## src/rtl/fa_pkg.sv

```systemverilog
// fa_pkg: shared widths and mean extraction for the FA publisher.
package fa_pkg;
    localparam int SAMPLE_WIDTH = 26;
    localparam int GPIO_WIDTH   = 32;
    localparam int L2_DECIM_MAX = 10;
    localparam int ACC_WIDTH    = SAMPLE_WIDTH + L2_DECIM_MAX;

    // Arithmetic shift floors toward -inf; the mean always fits SAMPLE_WIDTH bits.
    function automatic logic signed [GPIO_WIDTH-1:0] fa_mean(
        input logic signed [ACC_WIDTH-1:0] acc,
        input logic [3:0] shift
    );
        logic signed [SAMPLE_WIDTH-1:0] m;
        m = SAMPLE_WIDTH'(acc >>> shift);
        return {{(GPIO_WIDTH - SAMPLE_WIDTH){m[SAMPLE_WIDTH-1]}}, m};
    endfunction
endpackage

```

## src/rtl/fa_publisher_if.sv

```systemverilog
// fa_publisher_if: TbT input stream and FA output stream of the publisher.
interface fa_publisher_if #(
    parameter int GPIO_WIDTH   = 32,
    parameter int SAMPLE_WIDTH = 26
);
    logic [3:0]                     l2Decim;
    logic                           faSync;
    logic                           tbtValid;
    logic signed [SAMPLE_WIDTH-1:0] tbtX;
    logic signed [SAMPLE_WIDTH-1:0] tbtY;
    logic                           faToggle;
    logic [GPIO_WIDTH-1:0]          faX;
    logic [GPIO_WIDTH-1:0]          faY;
    logic [GPIO_WIDTH-1:0]          faCount;
    logic [15:0]                    syncErrors;

    modport master (
        output l2Decim, faSync, tbtValid, tbtX, tbtY,
        input  faToggle, faX, faY, faCount, syncErrors
    );
    modport slave (
        input  l2Decim, faSync, tbtValid, tbtX, tbtY,
        output faToggle, faX, faY, faCount, syncErrors
    );
endinterface

```

## src/rtl/fa_axis_accumulator.sv

```systemverilog
// fa_axis_accumulator: one axis's window sum, captured final sum and published mean.
module fa_axis_accumulator
    import fa_pkg::*;
(
    input  logic                           clk,
    input  logic                           rst_n,
    input  logic                           valid,
    input  logic                           first,
    input  logic                           last,
    input  logic                           publish,
    input  logic [3:0]                     shift,
    input  logic signed [SAMPLE_WIDTH-1:0] sample,
    output logic signed [GPIO_WIDTH-1:0]   mean
);
    logic signed [ACC_WIDTH-1:0] acc, fin, sum;

    assign sum = (first ? '0 : acc) + {{L2_DECIM_MAX{sample[SAMPLE_WIDTH-1]}}, sample};

    always_ff @(posedge clk or negedge rst_n) begin
        if (!rst_n) begin
            acc  <= '0;
            fin  <= '0;
            mean <= '0;
        end else begin
            if (valid) acc <= sum;
            if (valid && last) fin <= sum;
            if (publish) mean <= fa_mean(fin, shift);
        end
    end
endmodule

```

## src/rtl/fa_publisher.sv

```systemverilog
// fa_publisher: averages 2^L TbT samples per window and publishes the mean with a toggle strobe.
module fa_publisher #(
    parameter int GPIO_WIDTH   = 32,
    parameter int SAMPLE_WIDTH = 26
) (
    input logic           clk,
    input logic           rst_n,
    fa_publisher_if.slave bus
);
    logic [fa_pkg::L2_DECIM_MAX-1:0] n, n_cur, n_nxt;
    logic [3:0]  l_reg, l_in, l_eff, pend_shift;
    logic [10:0] lim;
    logic        first, last, pending;
    logic        fa_toggle;
    logic [GPIO_WIDTH-1:0] fa_count;
    logic [15:0] sync_errors;
    logic signed [fa_pkg::GPIO_WIDTH-1:0] mean_x, mean_y;

    // A sync restarts the count, so a coincident sample is sample 0 of the new window.
    always_comb begin
        l_in  = bus.l2Decim > 4'(fa_pkg::L2_DECIM_MAX) ? 4'(fa_pkg::L2_DECIM_MAX) : bus.l2Decim;
        n_cur = bus.faSync ? '0 : n;
        first = n_cur == '0;
        l_eff = first ? l_in : l_reg;
        lim   = (11'd1 << l_eff) - 11'd1;
        last  = bus.tbtValid && ({1'b0, n_cur} == lim);
        n_nxt = !bus.tbtValid ? n_cur : last ? '0 : n_cur + 1'b1;
    end

    always_ff @(posedge clk or negedge rst_n) begin
        if (!rst_n) begin
            n           <= '0;
            l_reg       <= '0;
            pending     <= 1'b0;
            pend_shift  <= '0;
            fa_toggle   <= 1'b0;
            fa_count    <= '0;
            sync_errors <= '0;
        end else begin
            n       <= n_nxt;
            pending <= last;
            if (bus.tbtValid && first) l_reg <= l_in;
            if (last) pend_shift <= l_eff;
            if (pending) begin
                fa_toggle <= ~fa_toggle;
                fa_count  <= fa_count + 1'b1;
            end
            if (bus.faSync && n != '0 && sync_errors != 16'hFFFF)
                sync_errors <= sync_errors + 16'd1;
        end
    end

    fa_axis_accumulator u_acc_x (
        .clk     (clk),
        .rst_n   (rst_n),
        .valid   (bus.tbtValid),
        .first   (first),
        .last    (last),
        .publish (pending),
        .shift   (pend_shift),
        .sample  (bus.tbtX[SAMPLE_WIDTH-1:0]),
        .mean    (mean_x)
    );

    fa_axis_accumulator u_acc_y (
        .clk     (clk),
        .rst_n   (rst_n),
        .valid   (bus.tbtValid),
        .first   (first),
        .last    (last),
        .publish (pending),
        .shift   (pend_shift),
        .sample  (bus.tbtY[SAMPLE_WIDTH-1:0]),
        .mean    (mean_y)
    );

    assign bus.faToggle   = fa_toggle;
    assign bus.faX        = GPIO_WIDTH'(mean_x);
    assign bus.faY        = GPIO_WIDTH'(mean_y);
    assign bus.faCount    = fa_count;
    assign bus.syncErrors = sync_errors;
endmodule

```

## src/flat_wrapper.sv

```systemverilog
// flat-port wrapper written by rule: the top's interface ports become plain ports
module fa_publisher_flat 
#(
    parameter int GPIO_WIDTH   = 32,
    parameter int SAMPLE_WIDTH = 26
)
  (clk, rst_n, bus_l2Decim, bus_faSync, bus_tbtValid, bus_tbtX, bus_tbtY, bus_faToggle, bus_faX, bus_faY, bus_faCount, bus_syncErrors);
  fa_publisher_if #(.GPIO_WIDTH(GPIO_WIDTH), .SAMPLE_WIDTH(SAMPLE_WIDTH)) bus_i ();
  input logic clk;
  input logic rst_n;
  input wire logic [$bits(bus_i.l2Decim)-1:0] bus_l2Decim;
  input wire logic [$bits(bus_i.faSync)-1:0] bus_faSync;
  input wire logic [$bits(bus_i.tbtValid)-1:0] bus_tbtValid;
  input wire logic [$bits(bus_i.tbtX)-1:0] bus_tbtX;
  input wire logic [$bits(bus_i.tbtY)-1:0] bus_tbtY;
  output wire logic [$bits(bus_i.faToggle)-1:0] bus_faToggle;
  output wire logic [$bits(bus_i.faX)-1:0] bus_faX;
  output wire logic [$bits(bus_i.faY)-1:0] bus_faY;
  output wire logic [$bits(bus_i.faCount)-1:0] bus_faCount;
  output wire logic [$bits(bus_i.syncErrors)-1:0] bus_syncErrors;
  assign bus_i.l2Decim = bus_l2Decim;
  assign bus_i.faSync = bus_faSync;
  assign bus_i.tbtValid = bus_tbtValid;
  assign bus_i.tbtX = bus_tbtX;
  assign bus_i.tbtY = bus_tbtY;
  assign bus_faToggle = bus_i.faToggle;
  assign bus_faX = bus_i.faX;
  assign bus_faY = bus_i.faY;
  assign bus_faCount = bus_i.faCount;
  assign bus_syncErrors = bus_i.syncErrors;
  fa_publisher #(.GPIO_WIDTH(GPIO_WIDTH), .SAMPLE_WIDTH(SAMPLE_WIDTH)) u_core (.clk(clk), .rst_n(rst_n), .bus(bus_i));
endmodule
```

## config.mk

```make
export PLATFORM = sky130hd
export DESIGN_NAME = fa_publisher_flat
export DESIGN_NICKNAME = d
export VERILOG_FILES = /design/src/rtl/fa_pkg.sv /design/src/rtl/fa_publisher_if.sv /design/src/rtl/fa_axis_accumulator.sv /design/src/rtl/fa_publisher.sv /design/src/flat_wrapper.sv
export SDC_FILE = /design/constraint.sdc
export NUM_CORES = 1
export LEC_CHECK = 0
export CAP_MARGIN = 20
export CORE_ASPECT_RATIO = 1.75
export CORE_MARGIN = 4
export CORE_UTILIZATION = 63
export CTS_CLUSTER_SIZE = 20
export DETAILED_ROUTE_END_ITERATION = 10
export PLACE_DENSITY_LB_ADDON = 0.08
export SYNTH_ARGS = -nofsm -noshare
export SYNTH_HDL_FRONTEND = slang
export SYNTH_SLANG_ARGS = --single-unit
```

## constraint.sdc

```tcl
create_clock -name clk -period 11.2 [get_ports clk]
set_clock_uncertainty 0.2 [all_clocks]
set_input_delay 2.24 -clock clk [delete_from_list [all_inputs] [get_ports clk]]
set_output_delay 2.24 -clock clk [all_outputs]
set_load 0.01 [all_outputs]
```

==> flow_metrics.env <==
export IMPL_layout_nets=1995
export IMPL_crit_buf_inv=2
export IMPL_ioPinCount=173
export IMPL_worst_path_max_fanout=41
export IMPL_netlist_instances=1752
export IMPL_synth_enable_flop_cells=0
export IMPL_postCtsHoldBufs=0
export IMPL_dieArea_sq_um=31700
export IMPL_first_global_vias=14100
export IMPL_num_vias=14000
export IMPL_synth_cell_area_sq_um=18200
export IMPL_critPathSlowestCell="sky130_fd_sc_hd__clkdlybuf4s50_1"
export IMPL_via_per_inst=6.22
export IMPL_cellInternalPower_w=0.00213
export IMPL_drt_wirelength_per_cell_um=19.5
export IMPL_cts_resized=0
export IMPL_final_layout_size_suffix_gt1_share_pct=16.6
export IMPL_timing_critical_path_slowest_cell_delay_ns=0.98
export IMPL_synth_avg_cell_area_sq_um=10.4
export IMPL_type_of_the_worst_min_delay_path="reg2reg"
export IMPL_timing_final_hold_violations=0
export IMPL_period_needed_ns=7.95
export IMPL_postSynthNetCount=1889
export IMPL_worst_hold_slack_ns=0.278
export IMPL_worstPathArrival_ns=8.18
export IMPL_die_x_um=136
export IMPL_cts_tree="built"
export IMPL_synthDistinctLibCells=77
export IMPL_clock_sink_count=264
export IMPL_post_route_period_util_pct=71.0
export IMPL_floorplan_row_count=82
export IMPL_n_antenna_cell=0
export IMPL_cts_buffer_depth=3
export IMPL_antenna_found_initial=0
export IMPL_proportion_of_power_drawn_by_flip_flops_and_latches_pct=37.7
export IMPL_power_frac_clock_pct=30.3
export IMPL_cts_made_buffers=26
export IMPL_critPathKind="in2reg"
export IMPL_drt_pass1_iter_count=6
export IMPL_post_synth_top_area_cell="sky130_fd_sc_hd__dfrtp_1"
export IMPL_antenna_violating_nets_post_route=0
export IMPL_switching_power_w=0.00103
export IMPL_clk_pin_slew_ns=0.07
export IMPL_grt_max_degree=167
export IMPL_final_setup_tns_ns=0
export IMPL_slew_headroom_pct=27.7
export IMPL_clock_insertion_delay_worst_skew_ns=0.55
export IMPL_cts_root_buf="sky130_fd_sc_hd__clkbuf_16"
export IMPL_drt_initial_drc_count=841
export IMPL_worst_ir_drop_vdd_mv=0.168
export IMPL_synth_area_leaders="sky130_fd_sc_hd__dfrtp_1 (36%), sky130_fd_sc_hd__mux2_2 (7.8%), sky130_fd_sc_hd__mux2_4 (5.5%)"
export IMPL_cell_family_with_most_cp_delay="compound AO/OA/AOI/OAI gates"
export IMPL_cts_max_level=1
export IMPL_max_cap_viol_count=0
export IMPL_port_buffer_count=172
export IMPL_drt_drc_violations_left=0
export IMPL_synth_seq_area_share_pct=36.4
export IMPL_synth_largest_type_area_fraction_pct=36.4
export IMPL_syn_to_final_growth_pct=14.7
export IMPL_yosysWarnings=0
export IMPL_setup_reg_to_reg_worst_slack_ns=5.55
export IMPL_setup_viol=0
export IMPL_grt_use_total_pct=27.8
export IMPL_rsz_0062_raised_after_global_routing="no"
export IMPL_power_switching_share_pct=32.7
export IMPL_postSynth_asyncResetShare_pct=100
export IMPL_power_share_combinational_pct=32.0
export IMPL_grt_ovfl_total=0
export IMPL_p_leak_nw=9.03
export IMPL_endpoint_kind="register"
export IMPL_postCtsSetupBuffers=0
export IMPL_yosys_register_bits=264
export IMPL_die_y_um=233
export IMPL_status="finished, final reports clean"
export IMPL_place_detailed_hpwl_mm=32.6
export IMPL_core_area_sq_um=28500
export IMPL_kind_of_start_point_of_the_critical_path="input pin"
export IMPL_globalplace_congestion=0.944
export IMPL_total_routed_wirelength_mm=44.1
export IMPL_worst_slew_pin_transition_ns=1.08
export IMPL_critical_path_cell_chain="clkdlybuf4s50_1 -> nor2b_1 -> inv_1 -> ha_1 -> nand2_2 -> and2_1 -> ha_1 -> fa_1 -> a21o_1 -> a21oi_1 -> o21ai_0 -> a221o_1 -> a211o_1 -> a2111oi_0 -> or3_1 -> o311ai_0 -> mux2_2"
export IMPL_path_common_cell="sky130_fd_sc_hd__ha_1"
export IMPL_pwr_density_cell_nw_per_um2=152
export IMPL_max_clock_freq_mhz=126
export IMPL_synthFlopType="sky130_fd_sc_hd__dfrtp_1"
export IMPL_finalMaxSlewViolations=0
export IMPL_grt_first_pass_wirelength_mm=72.1
export IMPL_initial_core_util_pct=63.6
export IMPL_worst_path_required_time_ns=11.43
==> stage by stage <==
step	total power (W)	std cells	worst slack, ns	utilization, %	area [sq um]
2_1_floorplan	0.00192	1752	4.10	-	18200
3_3_place_gp	0.00217	2208	2.98	69.7	19900
3_5_place_dp	0.00221	2208	2.81	69.7	19900
4_1_cts	0.00317	2256	3.33	73.0	20800
5_1_grt	0.00334	2256	2.86	73.0	20800
6_report	0.00316	2256	3.25	73.0	20800
==> Yosys cell counts (9+ instances only) <==
| library cell | instances |
|---|---|
| sky130_fd_sc_hd__buf_4 | 13 |
| sky130_fd_sc_hd__mux4_2 | 36 |
| sky130_fd_sc_hd__buf_1 | 15 |
| sky130_fd_sc_hd__xnor2_1 | 79 |
| sky130_fd_sc_hd__o21bai_1 | 14 |
| sky130_fd_sc_hd__a211oi_1 | 32 |
| sky130_fd_sc_hd__dfrtp_1 | 264 |
| sky130_fd_sc_hd__o21ai_0 | 81 |
| sky130_fd_sc_hd__nor2_1 | 82 |
| sky130_fd_sc_hd__o31ai_1 | 15 |
| sky130_fd_sc_hd__o211ai_1 | 20 |
| sky130_fd_sc_hd__xor2_1 | 41 |
| sky130_fd_sc_hd__a21o_1 | 32 |
| sky130_fd_sc_hd__and4_1 | 9 |
| sky130_fd_sc_hd__and2_1 | 85 |
| sky130_fd_sc_hd__nand4_1 | 19 |
| sky130_fd_sc_hd__clkbuf_1 | 67 |
| sky130_fd_sc_hd__mux2_4 | 67 |
| sky130_fd_sc_hd__nand3_1 | 43 |
| sky130_fd_sc_hd__nand2_1 | 127 |
| sky130_fd_sc_hd__ha_1 | 75 |
| sky130_fd_sc_hd__and3_1 | 22 |
| sky130_fd_sc_hd__mux2_2 | 125 |
| sky130_fd_sc_hd__nor2b_1 | 17 |
| sky130_fd_sc_hd__mux2i_1 | 66 |
| sky130_fd_sc_hd__inv_1 | 33 |
| sky130_fd_sc_hd__nand2b_1 | 14 |
| sky130_fd_sc_hd__nor3_1 | 25 |
| sky130_fd_sc_hd__a21oi_1 | 110 |
| sky130_fd_sc_hd__or3_1 | 10 |
==> power groups by stage <==
stage / combinational (W) / clock [W] / sequential (W)
after CTS: 0.00101 / 0.000975 / 0.00119
final: 0.00101 / 0.000959 / 0.00119
after floorplan: 0.000745 / 0 / 0.00118
after global routing: 0.00112 / 0.00101 / 0.00121
after global placement: 0.000975 / 0 / 0.00120
after detailed placement: 0.00100 / 0 / 0.00121
==> worst register-to-register path, stage by stage, from the launching register on <==
cell and delay [ns]:
sky130_fd_sc_hd__dfrtp_1 0.46, sky130_fd_sc_hd__nor4_2 0.50, sky130_fd_sc_hd__a21o_1 0.28, sky130_fd_sc_hd__nand2_2 0.46, sky130_fd_sc_hd__and2_1 0.38, sky130_fd_sc_hd__ha_1 0.22
sky130_fd_sc_hd__fa_1 0.42, sky130_fd_sc_hd__a21o_1 0.17, sky130_fd_sc_hd__a21oi_1 0.28, sky130_fd_sc_hd__o21ai_0 0.17, sky130_fd_sc_hd__a221o_1 0.46, sky130_fd_sc_hd__a211o_1 0.30
sky130_fd_sc_hd__a2111oi_0 0.46, sky130_fd_sc_hd__or3_1 0.23, sky130_fd_sc_hd__o311ai_0 0.19, sky130_fd_sc_hd__mux2_2 0.34
==> per-layer routing <==
layer / up-vias / wire, um / GRT usage (%)
met3: 126 / 1840 / 2.42
met4: 0 / 1800 / 11.0
li1: 6611 / - / -
met1: 6894 / 17200 / 33.4
met2: 411 / 23300 / 50.9
met5: - / 0 / 0
==> layout make-up <==
type	instances	area (sq um)
Multi-Input combinational cell	1350	10800
Sequential cell	264	6610
Fill cell	2184	7700
Tap cell	378	473
Clock inverter	17	219
Timing Repair Buffer	181	1800
Clock buffer	31	721
Inverter	35	144
==> final timing paths <==
kind,to,start,cells after the start
max,u_core.u_acc_x.acc[24],bus_faSync,17
max in group asynchronous,u_core.pend_shift[0],rst_n,2
max reg2reg,u_core.u_acc_x.acc[24],u_core.n[6],15
min reg2reg,u_core.bus.faCount[31],u_core.bus.faCount[31],1
min in group asynchronous,u_core.u_acc_x.mean[3],rst_n,1
min,u_core.bus.faCount[31],u_core.bus.faCount[31],1
==> logic make-up (layout without fill, tap and decap cells) <==
| kind of cell | count (synthesis) | in the layout | share of synthesized area (%) |
|---|---|---|---|
| buffers and inverters | 138 | 264 | 3.86 |
| DFF | 264 | 264 | 36.4 |
| muxes | 295 | 295 | 21.5 |
| and+or+nand+nor | 483 | 483 | 13.8 |
| xor gates and xnor gates | 120 | 120 | 5.79 |
| AOI/OAI and AO/OA | 375 | 375 | 13.3 |
| adders and majority gates | 77 | 77 | 5.39 |
==> placed cells by master, fill, tap and decap left out, types with 10 or more instances in the layout <==
| master | count |
|---|---|
| sky130_fd_sc_hd__mux4_2 | 36 |
| sky130_fd_sc_hd__o21ai_0 | 81 |
| sky130_fd_sc_hd__mux2_4 | 67 |
| sky130_fd_sc_hd__nand2b_1 | 14 |
| sky130_fd_sc_hd__a211oi_1 | 32 |
| sky130_fd_sc_hd__xor2_1 | 41 |
| sky130_fd_sc_hd__nor2b_1 | 17 |
| sky130_fd_sc_hd__nand4_1 | 19 |
| sky130_fd_sc_hd__dfrtp_1 | 260 |
| sky130_fd_sc_hd__clkbuf_16 | 27 |
| sky130_fd_sc_hd__mux2_2 | 125 |
| sky130_fd_sc_hd__or3_1 | 10 |
| sky130_fd_sc_hd__clkdlybuf4s50_1 | 170 |
| sky130_fd_sc_hd__o21bai_1 | 14 |
| sky130_fd_sc_hd__mux2i_1 | 66 |
| sky130_fd_sc_hd__and3_1 | 22 |
| sky130_fd_sc_hd__nor3_1 | 25 |
| sky130_fd_sc_hd__o31ai_1 | 15 |
| sky130_fd_sc_hd__and2_1 | 85 |
| sky130_fd_sc_hd__a21oi_1 | 110 |
| sky130_fd_sc_hd__nor2_1 | 82 |
| sky130_fd_sc_hd__inv_1 | 33 |
| sky130_fd_sc_hd__xnor2_1 | 79 |
| sky130_fd_sc_hd__nand2_1 | 126 |
| sky130_fd_sc_hd__nand3_1 | 43 |
| sky130_fd_sc_hd__ha_1 | 75 |
| sky130_fd_sc_hd__o211ai_1 | 20 |
| sky130_fd_sc_hd__a21o_1 | 32 |
No activity file was read; power rests on OpenSTA's default activity.
